$ cat src/rtl/ram_arb_pkg.sv
// Shared types and default sizes for the two-port RAM arbiter.
package ram_arb_pkg;

    localparam int ARB_AW = 8;
    localparam int ARB_DW = 8;

    typedef enum logic [1:0] {
        IDLE   = 2'd0,
        ACCESS = 2'd1,
        RESP   = 2'd2
    } arb_state_t;

    typedef enum logic {
        PORT0 = 1'b0,
        PORT1 = 1'b1
    } port_t;

endpackage

$ cat src/rtl/rr_pick2.sv
// Two-way round-robin picker. Purely combinational: on a tie the port that
// was not granted last time wins; a single requester always wins.
module rr_pick2
    import ram_arb_pkg::*;
(
    input  logic  req0,
    input  logic  req1,
    input  port_t last_grant,
    output logic  valid,
    output port_t winner
);

    // Pick the winner from the request pair and the previous grant
    always_comb begin
        valid  = req0 | req1;
        winner = PORT0;
        if (req0 && req1) begin
            winner = (last_grant == PORT0) ? PORT1 : PORT0;
        end else if (req1) begin
            winner = PORT1;
        end else begin
            winner = PORT0;
        end
    end

endmodule

$ cat src/rtl/ram_arbiter.sv
// Round-robin arbiter sharing one single-port RAM between port 0
// (nanoprocessor) and port 1 (debug/loader). One access per three cycles:
// IDLE (grant and latch) -> ACCESS (RAM pins driven) -> RESP (ack pulse).
// Build option: ARB_WRITE_PROTECT_EN blocks port 0 writes below PROT_TOP and
// raises a sticky prot_err; without it prot_err never sets.
module ram_arbiter
    import ram_arb_pkg::*;
#(
    parameter int             AW       = ARB_AW,
    parameter int             DW       = ARB_DW,
    parameter logic [AW-1:0]  PROT_TOP = AW'(8'h40)
) (
    input  logic          clk,
    input  logic          reset,
    input  logic          p0_req,
    input  logic          p0_we,
    input  logic [AW-1:0] p0_addr,
    input  logic [DW-1:0] p0_wdata,
    output logic          p0_ack,
    output logic [DW-1:0] p0_rdata,
    input  logic          p1_req,
    input  logic          p1_we,
    input  logic [AW-1:0] p1_addr,
    input  logic [DW-1:0] p1_wdata,
    output logic          p1_ack,
    output logic [DW-1:0] p1_rdata,
    output logic [AW-1:0] ram_addr,
    output logic          ram_write,
    output logic [DW-1:0] ram_data_write,
    input  logic [DW-1:0] ram_data_read,
    output logic          busy,
    output logic          prot_err
);

`ifdef ARB_WRITE_PROTECT_EN
    localparam logic PROT_ON = 1'b1;
`else
    localparam logic PROT_ON = 1'b0;
`endif

    arb_state_t    state_q, state_d;
    port_t         last_grant_q, last_grant_d;
    port_t         winner_q, winner_d;
    logic          we_q, we_d;
    logic [AW-1:0] ram_addr_q, ram_addr_d;
    logic [DW-1:0] ram_wdata_q, ram_wdata_d;
    logic          ram_write_q, ram_write_d;
    logic          ack0_q, ack0_d;
    logic          ack1_q, ack1_d;
    logic          prot_err_q, prot_err_d;

    logic          pick_valid_s;
    port_t         pick_winner_s;
    logic          sel_we_s;
    logic [AW-1:0] sel_addr_s;
    logic [DW-1:0] sel_wdata_s;
    logic          prot_hit_s;
    logic [DW-1:0] rd_value_s;

    rr_pick2 u_pick (
        .req0       (p0_req),
        .req1       (p1_req),
        .last_grant (last_grant_q),
        .valid      (pick_valid_s),
        .winner     (pick_winner_s)
    );

    // Route the winning port's command fields towards the RAM registers
    always_comb begin
        sel_we_s    = p0_we;
        sel_addr_s  = p0_addr;
        sel_wdata_s = p0_wdata;
        if (pick_winner_s == PORT1) begin
            sel_we_s    = p1_we;
            sel_addr_s  = p1_addr;
            sel_wdata_s = p1_wdata;
        end else begin
            sel_we_s    = p0_we;
            sel_addr_s  = p0_addr;
            sel_wdata_s = p0_wdata;
        end
    end

    // A port 0 write into the low protected window; constant 0 when compiled out
    assign prot_hit_s = PROT_ON & (pick_winner_s == PORT0) & p0_we & (p0_addr < PROT_TOP);

    // Next-state and next-output logic of the IDLE/ACCESS/RESP sequence
    always_comb begin
        state_d      = state_q;
        last_grant_d = last_grant_q;
        winner_d     = winner_q;
        we_d         = we_q;
        ram_addr_d   = ram_addr_q;
        ram_wdata_d  = ram_wdata_q;
        ram_write_d  = 1'b0;
        ack0_d       = 1'b0;
        ack1_d       = 1'b0;
        prot_err_d   = prot_err_q;
        case (state_q)
            IDLE: begin
                if (pick_valid_s) begin
                    winner_d    = pick_winner_s;
                    we_d        = sel_we_s;
                    ram_addr_d  = sel_addr_s;
                    ram_wdata_d = sel_wdata_s;
                    ram_write_d = sel_we_s & ~prot_hit_s;
                    prot_err_d  = prot_err_q | prot_hit_s;
                    state_d     = ACCESS;
                end else begin
                    state_d     = IDLE;
                end
            end
            ACCESS: begin
                // The ack is registered here so it is high during RESP
                ack0_d  = (winner_q == PORT0);
                ack1_d  = (winner_q == PORT1);
                state_d = RESP;
            end
            RESP: begin
                last_grant_d = winner_q;
                state_d      = IDLE;
            end
            default: begin
                state_d = IDLE;
            end
        endcase
    end

    // State and output registers with synchronous reset
    always_ff @(posedge clk) begin
        if (reset) begin
            state_q      <= IDLE;
            last_grant_q <= PORT1;
            winner_q     <= PORT0;
            we_q         <= 1'b0;
            ram_addr_q   <= {AW{1'b0}};
            ram_wdata_q  <= {DW{1'b0}};
            ram_write_q  <= 1'b0;
            ack0_q       <= 1'b0;
            ack1_q       <= 1'b0;
            prot_err_q   <= 1'b0;
        end else begin
            state_q      <= state_d;
            last_grant_q <= last_grant_d;
            winner_q     <= winner_d;
            we_q         <= we_d;
            ram_addr_q   <= ram_addr_d;
            ram_wdata_q  <= ram_wdata_d;
            ram_write_q  <= ram_write_d;
            ack0_q       <= ack0_d;
            ack1_q       <= ack1_d;
            prot_err_q   <= prot_err_d;
        end
    end

    // RAM read data only arrives in RESP (one-cycle RAM latency), so the
    // returned data is steered from ram_data_read rather than re-registered.
    assign rd_value_s     = we_q ? ram_wdata_q : ram_data_read;
    assign p0_rdata       = ack0_q ? rd_value_s : {DW{1'b0}};
    assign p1_rdata       = ack1_q ? rd_value_s : {DW{1'b0}};
    assign p0_ack         = ack0_q;
    assign p1_ack         = ack1_q;
    assign ram_addr       = ram_addr_q;
    assign ram_write      = ram_write_q;
    assign ram_data_write = ram_wdata_q;
    assign busy           = (state_q != IDLE);
    assign prot_err       = prot_err_q;

endmodule

$ cat config.mk
export PLATFORM = sky130hd
export DESIGN_NAME = ram_arbiter
export DESIGN_NICKNAME = d
export VERILOG_FILES = /design/src/rtl/ram_arb_pkg.sv /design/src/rtl/rr_pick2.sv /design/src/rtl/ram_arbiter.sv
export SDC_FILE = /design/constraint.sdc
export NUM_CORES = 1
export LEC_CHECK = 0
export ABC_CLOCK_PERIOD_IN_PS = 1740
export BUFFER_PORTS_ARGS = -buffer_cell sky130_fd_sc_hd__buf_2
export CORE_MARGIN = 1.5
export CORE_UTILIZATION = 35
export CTS_CLUSTER_SIZE = 20
export DETAILED_ROUTE_END_ITERATION = 10
export PLACE_DENSITY = 0.67
export SETUP_SLACK_MARGIN = 0.02
export SLEW_MARGIN = 10
export SYNTH_ARGS = -nofsm -noshare
export SYNTH_HDL_FRONTEND = slang
export SYNTH_HIERARCHICAL = 1
export SYNTH_SLANG_ARGS = --single-unit
$ cat constraint.sdc
create_clock -name clk -period 1.74 [get_ports clk]
set_input_delay 0.174 -clock clk [delete_from_list [all_inputs] [get_ports clk]]
set_output_delay 0.174 -clock clk [all_outputs]
set_load 0.005 [all_outputs]
==> results of run 1 <==
## area by class of cell
cell class              instances  area (um2)  area share (%)
well taps                      46        57.6            3.30
multi-input cells              90         728            41.7
clock buffers                   4        36.3            2.08
repair buffers                 86         443            25.4
flip-flops and latches         24         482            27.6
## cells by family after synthesis
kind of cell,after synthesis
other,1
AO/OA/AOI/OAI,19
AND/OR/NAND/NOR,44
buffers and inverters,9
multiplexers,26
flip-flops,24
## worst paths after layout
check | cells past startpoint | slack (ns) | end
worst max-delay path | 4 | 0.20 | p1_rdata[1]
worst min-delay path | 3 | 0.20 | ram_data_write[0]
worst max register to register | 4 | 0.45 | winner_q
worst min register to register | 1 | 0.50 | p0_ack
## report_power, final
part / leakage, nW / internal (mW) / total, mW / switching [mW]
registers: 0.199 / 0.606 / 0.649 / 0.0430
logic: 0.631 / 0.187 / 0.359 / 0.172
clock network: 0.0210 / 0.128 / 0.287 / 0.159
## per-stage QoR
step / instance area, um2 / power, mW
final: 1750 / 1.30
after global routing: 1750 / 1.38
after CTS: 1750 / 1.31
after detailed placement: 1710 / 1.02
after global placement: 1710 / 1.02
after floorplan: 1270 / 0.893
## sequential cells by signal (all words and copies together) (netlist names)
name,cells
p1_ack,1
we_q,1
ram_write,1
p0_ack,1
last_grant_q,1
state_q,2
winner_q,1
ram_addr,8
ram_data_write,8
## Yosys cell counts (all sizes together)
| cell | count |
|---|---|
| or2 | 2 |
| dfxtp | 24 |
| and2 | 1 |
| nor2 | 18 |
| a211oi | 17 |
| a211o | 1 |
| nor2b | 21 |
| a21boi | 1 |
| conb | 1 |
| mux2i | 26 |
| buf | 9 |
| nor3b | 2 |
## timing repair
action	in CTS	in global routing
endpoints found under the setup margin	0	5
gates resized for setup	0	1
hold buffers	0	0
## worst reg2reg max path, cell delays in order, from the launching register on
cell	delay, ns
dfxtp_1	0.37
nor3b_4	0.22
buf_4	0.31
mux2i_1	0.22
nor2_1	0.05
## cell usage in the layout, fill, tap and decap left out
cell	count
buf_2	81
mux2i_1	26
dfxtp_1	23
nor2b_1	21
nor2_1	15
a211oi_2	13
buf_4	5
a211oi_1	4
nor2_2	3
clkbuf_4	3
or2_2	1
nor3b_4	1
nor3b_1	1
a211o_1	1
and2_1	1
conb_1	1
clkbuf_8	1
or2_1	1
a21boi_2	1
dfxtp_2	1
## metal layers
metal	share of wire [%]	vias up
li1	-	590
met1	46	509
met2	45	52
met3	8.7	2
met4	0.51	0
met5	0	-
==> impl_metrics.toml, run 1 <==
[synthesis]
post_synth_fa_ha_maj_area_fraction_pct = 0
synth_compound_gate_area_share_pct = 16.4
post_synth_and_or_nand_nor_area_fraction_pct = 19.7
netlist.top_cell.by_area = "dfxtp_1"
yosys-mux-area-fraction_pct = 20.4
synthDominantCellAreaShare_pct = 37.7
synthesized_netlist_cell_count = 123
ys_seq_area_share_pct = 37.7
yosys.area_share.xor_xnor_pct = 0
synth_warnings = 6
synth.area.top_cells = "dfxtp_1 38%, mux2i_1 20%, a211oi_2 13%, nor2b_1 10%, nor2_1 4.4%"
synth.ff_latch_count = 24
yosysUniqueCellTypes = 18
synth_top_family_by_area = "multiplexers"
avgSynthCellArea_um2 = 10.4
synthesized_area_um2 = 1270
synth_nets = 169

[job]
drv.max_cap_violation_count = 0

[sta]
skew_ns = 0.00365
hold_ws_ns = 0.204
rsz0062_at_grt = "false"
worstMarginPinSlew_ns = 0.518
finalSetupViolCount = 0
setup-tns-final_ns = 0
final-hold-violation-count = 0
min_period_ns = 1.54
slew_headroom_pct = 65.5
max_freq_ghz = 0.650
report.final.slew_viol_count = 0
post_route_fraction_of_the_period_consumed_by_the_critical_path_pct = 88.3
crit_path_setup_slack_layout_ns = 0.203

[grt]
fraction_of_met1_tracks_used_by_global_routing_pct = 19.4
grt_start_max_net_pins = 22
grt_pass1_vias = 1089
grt_overflow = 0
grt_most_used_layer = "met2"
grt_use_met2_pct = 23.6
initial_antenna_violation_count = 0
grt_pass1_wl_mm = 4.84
groute.layer.met3.usage_pct = 4.46
grt_util_overall_pct = 14.8

[power]
pwr_density_cell_nw_per_um2 = 742
power.static_leakage_nw = 0.852
worst_ir_drop_vdd_mv = 0.419

[clock_tree]
postCtsSetupRepairBufs = 0
cts.path.max_buffers = 2
numClockSinks = 24
cts.reportedPaths.clkPinSlew_ns = 0.13
clk_latency_ns = 0.30
cts_tree = "done"
ctsHtreeMaxLevel = 1
tritoncts_buffer_count = 3
clock_tree.root_cell = "clkbuf_4"

[route]
detail_route.first_pass.iterations = 4
detailedRoute.firstIterationViolations = 23
routed_wirelength_mm = 2.92
detail_route_antenna_nets = 0
detail_route.wl_per_cell_um = 11.7
drt_drc_violations_left = 0
vias_per_cell = 4.61
route.vias.total = 1153

[setup_path]
endpoint_kind = "output port"
worst_path_max_delay_cell = "dfxtp_2"
path_delay_family = "flip-flops"
crit-reg2reg-launch = "state_q[0]"
crit_path_max_fanout = 6
endpoint_arrival_time_on_the_critical_path_ns = 1.36
setup.worst_path.class = "reg -> out"
ordered_list_of_cells_on_the_worst_path = "buf_4 > mux2i_1 > nor2b_1 > buf_2"
worst_ep_required_time_ns = 1.57
worst_path_largest_cell_delay_ns = 0.41
critical_path_buf_inv_count = 2
cp-startpoint = "we_q"
setup.worst_path.start_class = "flip-flop"

[worst_hold_path]
min-delay-start = "p0_wdata[0]"
worst_hold_path_type = "in -> reg"

[final_layout]
final_cell_count_no_fill = 250
fraction_of_layout_cells_with_a_size_suffix_above_1_pct = 53.9
layout.nets = 251
area_growth_from_synthesis_to_layout_pct = 37.0
fill_cells = 351
finalCoreUtilization_pct = 51.1
diodes_inserted = 0

[floorplan]
fp.dieW_um = 63.4
boundaryPins = 83
coreArea_um2 = 3420
floorplan.initialDensity_pct = 37.3
floorplan.die_area_um2 = 4010
die_h_um = 63.4
placementRows = 21

[placement]
hpwlAfterDp_mm = 2.33
io_buffer_count = 81
dpl.cell_count = 246
globalplace.congestion = 0.696
dp_worst_setup_slack_ns = 0.461

[status]
outcome = "complete, no violations"
Note: power is estimated with default switching activity, not from simulation.
==> run 2: changes to the inputs <==
--- a/config.mk
+++ b/config.mk
@@ -7,7 +7,7 @@
 export LEC_CHECK = 0
 export ABC_CLOCK_PERIOD_IN_PS = 1740
 export BUFFER_PORTS_ARGS = -buffer_cell sky130_fd_sc_hd__buf_2
-export CORE_MARGIN = 1.5
+export CORE_MARGIN = 3
 export CORE_UTILIZATION = 35
 export CTS_CLUSTER_SIZE = 20
 export DETAILED_ROUTE_END_ITERATION = 10
==> run 2 against run 1 <==
  * First-iteration DRC count rose by 13%
  * Power down 4.1%
  * Final area shrank 0.79%
  * Largest cell class unchanged
  * Clock skew fell by 0.0024 ns
  * Fmax increased by 3.5%
  * Critical path depth decreased by 1
  * Count of clock-buffer cells in the layout down 1
  * Setup slack gained 0.052 ns
  * Critical endpoint is now p1_rdata[6]
==> impl_metrics.toml, run 2 (synthesis gave the netlist of run 1 again) <==
[route]
vias_per_cell = 4.52
detail_route_antenna_nets = 0
route.vias.total = 1125
drt_drc_violations_left = 0
routed_wirelength_mm = 2.98
detailedRoute.firstIterationViolations = 26
detail_route.wl_per_cell_um = 12.0
detail_route.first_pass.iterations = 4

[placement]
globalplace.congestion = 0.674
hpwlAfterDp_mm = 2.36
dp_worst_setup_slack_ns = 0.404
io_buffer_count = 81
dpl.cell_count = 246

[floorplan]
boundaryPins = 83
placementRows = 21
die_h_um = 66.4
fp.dieW_um = 66.4
floorplan.die_area_um2 = 4400
coreArea_um2 = 3420
floorplan.initialDensity_pct = 37.3

[final_layout]
most-common-layout-cells = "81 x buf_2, 26 x mux2i_1, 23 x dfxtp_1"
layout.nets = 251
area_growth_from_synthesis_to_layout_pct = 35.9
fraction_of_layout_cells_with_a_size_suffix_above_1_pct = 53.7
final_cell_count_no_fill = 249
layout.cells.most_common = "buf_2"
diodes_inserted = 0

[setup_path]
endpoint_kind = "output port"
setup.worst_path.class = "reg -> out"
timing.rr.end = "winner_q"
timing_endpoint_of_the_critical_path = "p1_rdata[6]"
cp-startpoint = "we_q"
rrSetupSlack_ns = 0.44
setup.worst_path.start_class = "flip-flop"
crit-reg2reg-launch = "state_q[0]"
endpoint_arrival_time_on_the_critical_path_ns = 1.31
timing.reg2reg.worst_path_depth = 4
crit_path_max_fanout = 9
worst_ep_required_time_ns = 1.57

[grt]
initial_antenna_violation_count = 0
grt_pass1_wl_mm = 4.49
grt_util_overall_pct = 13.4
grt_start_max_net_pins = 28
grt_overflow = 0
grt_pass1_vias = 1002

[clock_tree]
cts.reportedPaths.clkPinSlew_ns = 0.12
ctsHoldBuffers = 0
clk_latency_ns = 0.30
cts_tree = "done"
clock_tree.root_cell = "clkbuf_4"
postCtsSetupRepairBufs = 0
ctsHtreeMaxLevel = 1
tritoncts_buffer_count = 3
post_cts.resized_instances = 0
cts.path.max_buffers = 2
numClockSinks = 24

[sta]
crit_path_setup_slack_layout_ns = 0.254
post_route_fraction_of_the_period_consumed_by_the_critical_path_pct = 85.4
slew_headroom_pct = 65.2
setup-tns-final_ns = 0
skew_ns = 0.00127
max_freq_ghz = 0.673
worstMarginPinSlew_ns = 0.523
min_period_ns = 1.49
report.final.slew_viol_count = 0
rsz0062_at_grt = "false"
hold_ws_ns = 0.188
finalSetupViolCount = 0
final-hold-violation-count = 0

[worst_hold_path]
worst_hold_path_type = "in -> reg"
min-delay-start = "p0_we"

[power]
power.static_leakage_nw = 0.844
worst_ir_drop_vdd_mv = 0.475
design_power_total_mw = 1.24
pwr_density_cell_nw_per_um2 = 717

[status]
outcome = "complete, no violations"

[job]
drv.max_cap_violation_count = 0
run 2: changes by cell type in the layout (fill, tap and decap cells not counted):
| cell | previous run | this run |
|---|---|---|
| clkbuf_8 | 1 | 0 |
run 2: area by class of cell:
class                      count  area [um2]
multi-input combinational     90         728
sequential                    24         482
tap                           46        57.6
clock buffer                   3        22.5
timing repair buffer          86         443
fill                         325        1680
run 2: power breakdown:
group	total [mW]	internal, mW	switching, mW
clock	0.235	0.0809	0.154
combinational	0.350	0.186	0.165
sequential	0.657	0.606	0.0506
total	1.24	0.872	0.369
run 2: worst min path at each step:
| stage | to | slack, ns | cells past startpoint |
|---|---|---|---|
| detailed placement | p0_ack | 0.45 | 1 |
| CTS | ram_addr[5] | 0.18 | 3 |
| floorplan | state_q[0] | 0.25 | 1 |
| global route | ram_addr[4] | 0.19 | 3 |
| finish | ram_write | 0.19 | 3 |
| global placement | p0_ack | 0.45 | 1 |
run 2: routing by layer:
layer	share of wire (%)	GRT usage (%)
met3	11	4.76
met2	43	20.4
met5	0	0
met4	0.54	3.05
met1	46	17.9
run 2: critical path, stage by stage (launching register included):
cell     delay, ns
dfxtp_2       0.53
mux2i_1       0.29
nor2b_1       0.07
buf_2         0.12
run 2: through the flow:
step	cell area [um2]	util (%)
global placement	1710	50.0
finish	1730	50.7
detailed placement	1710	50.0
CTS	1730	50.7
global route	1730	50.7
floorplan	1270	-
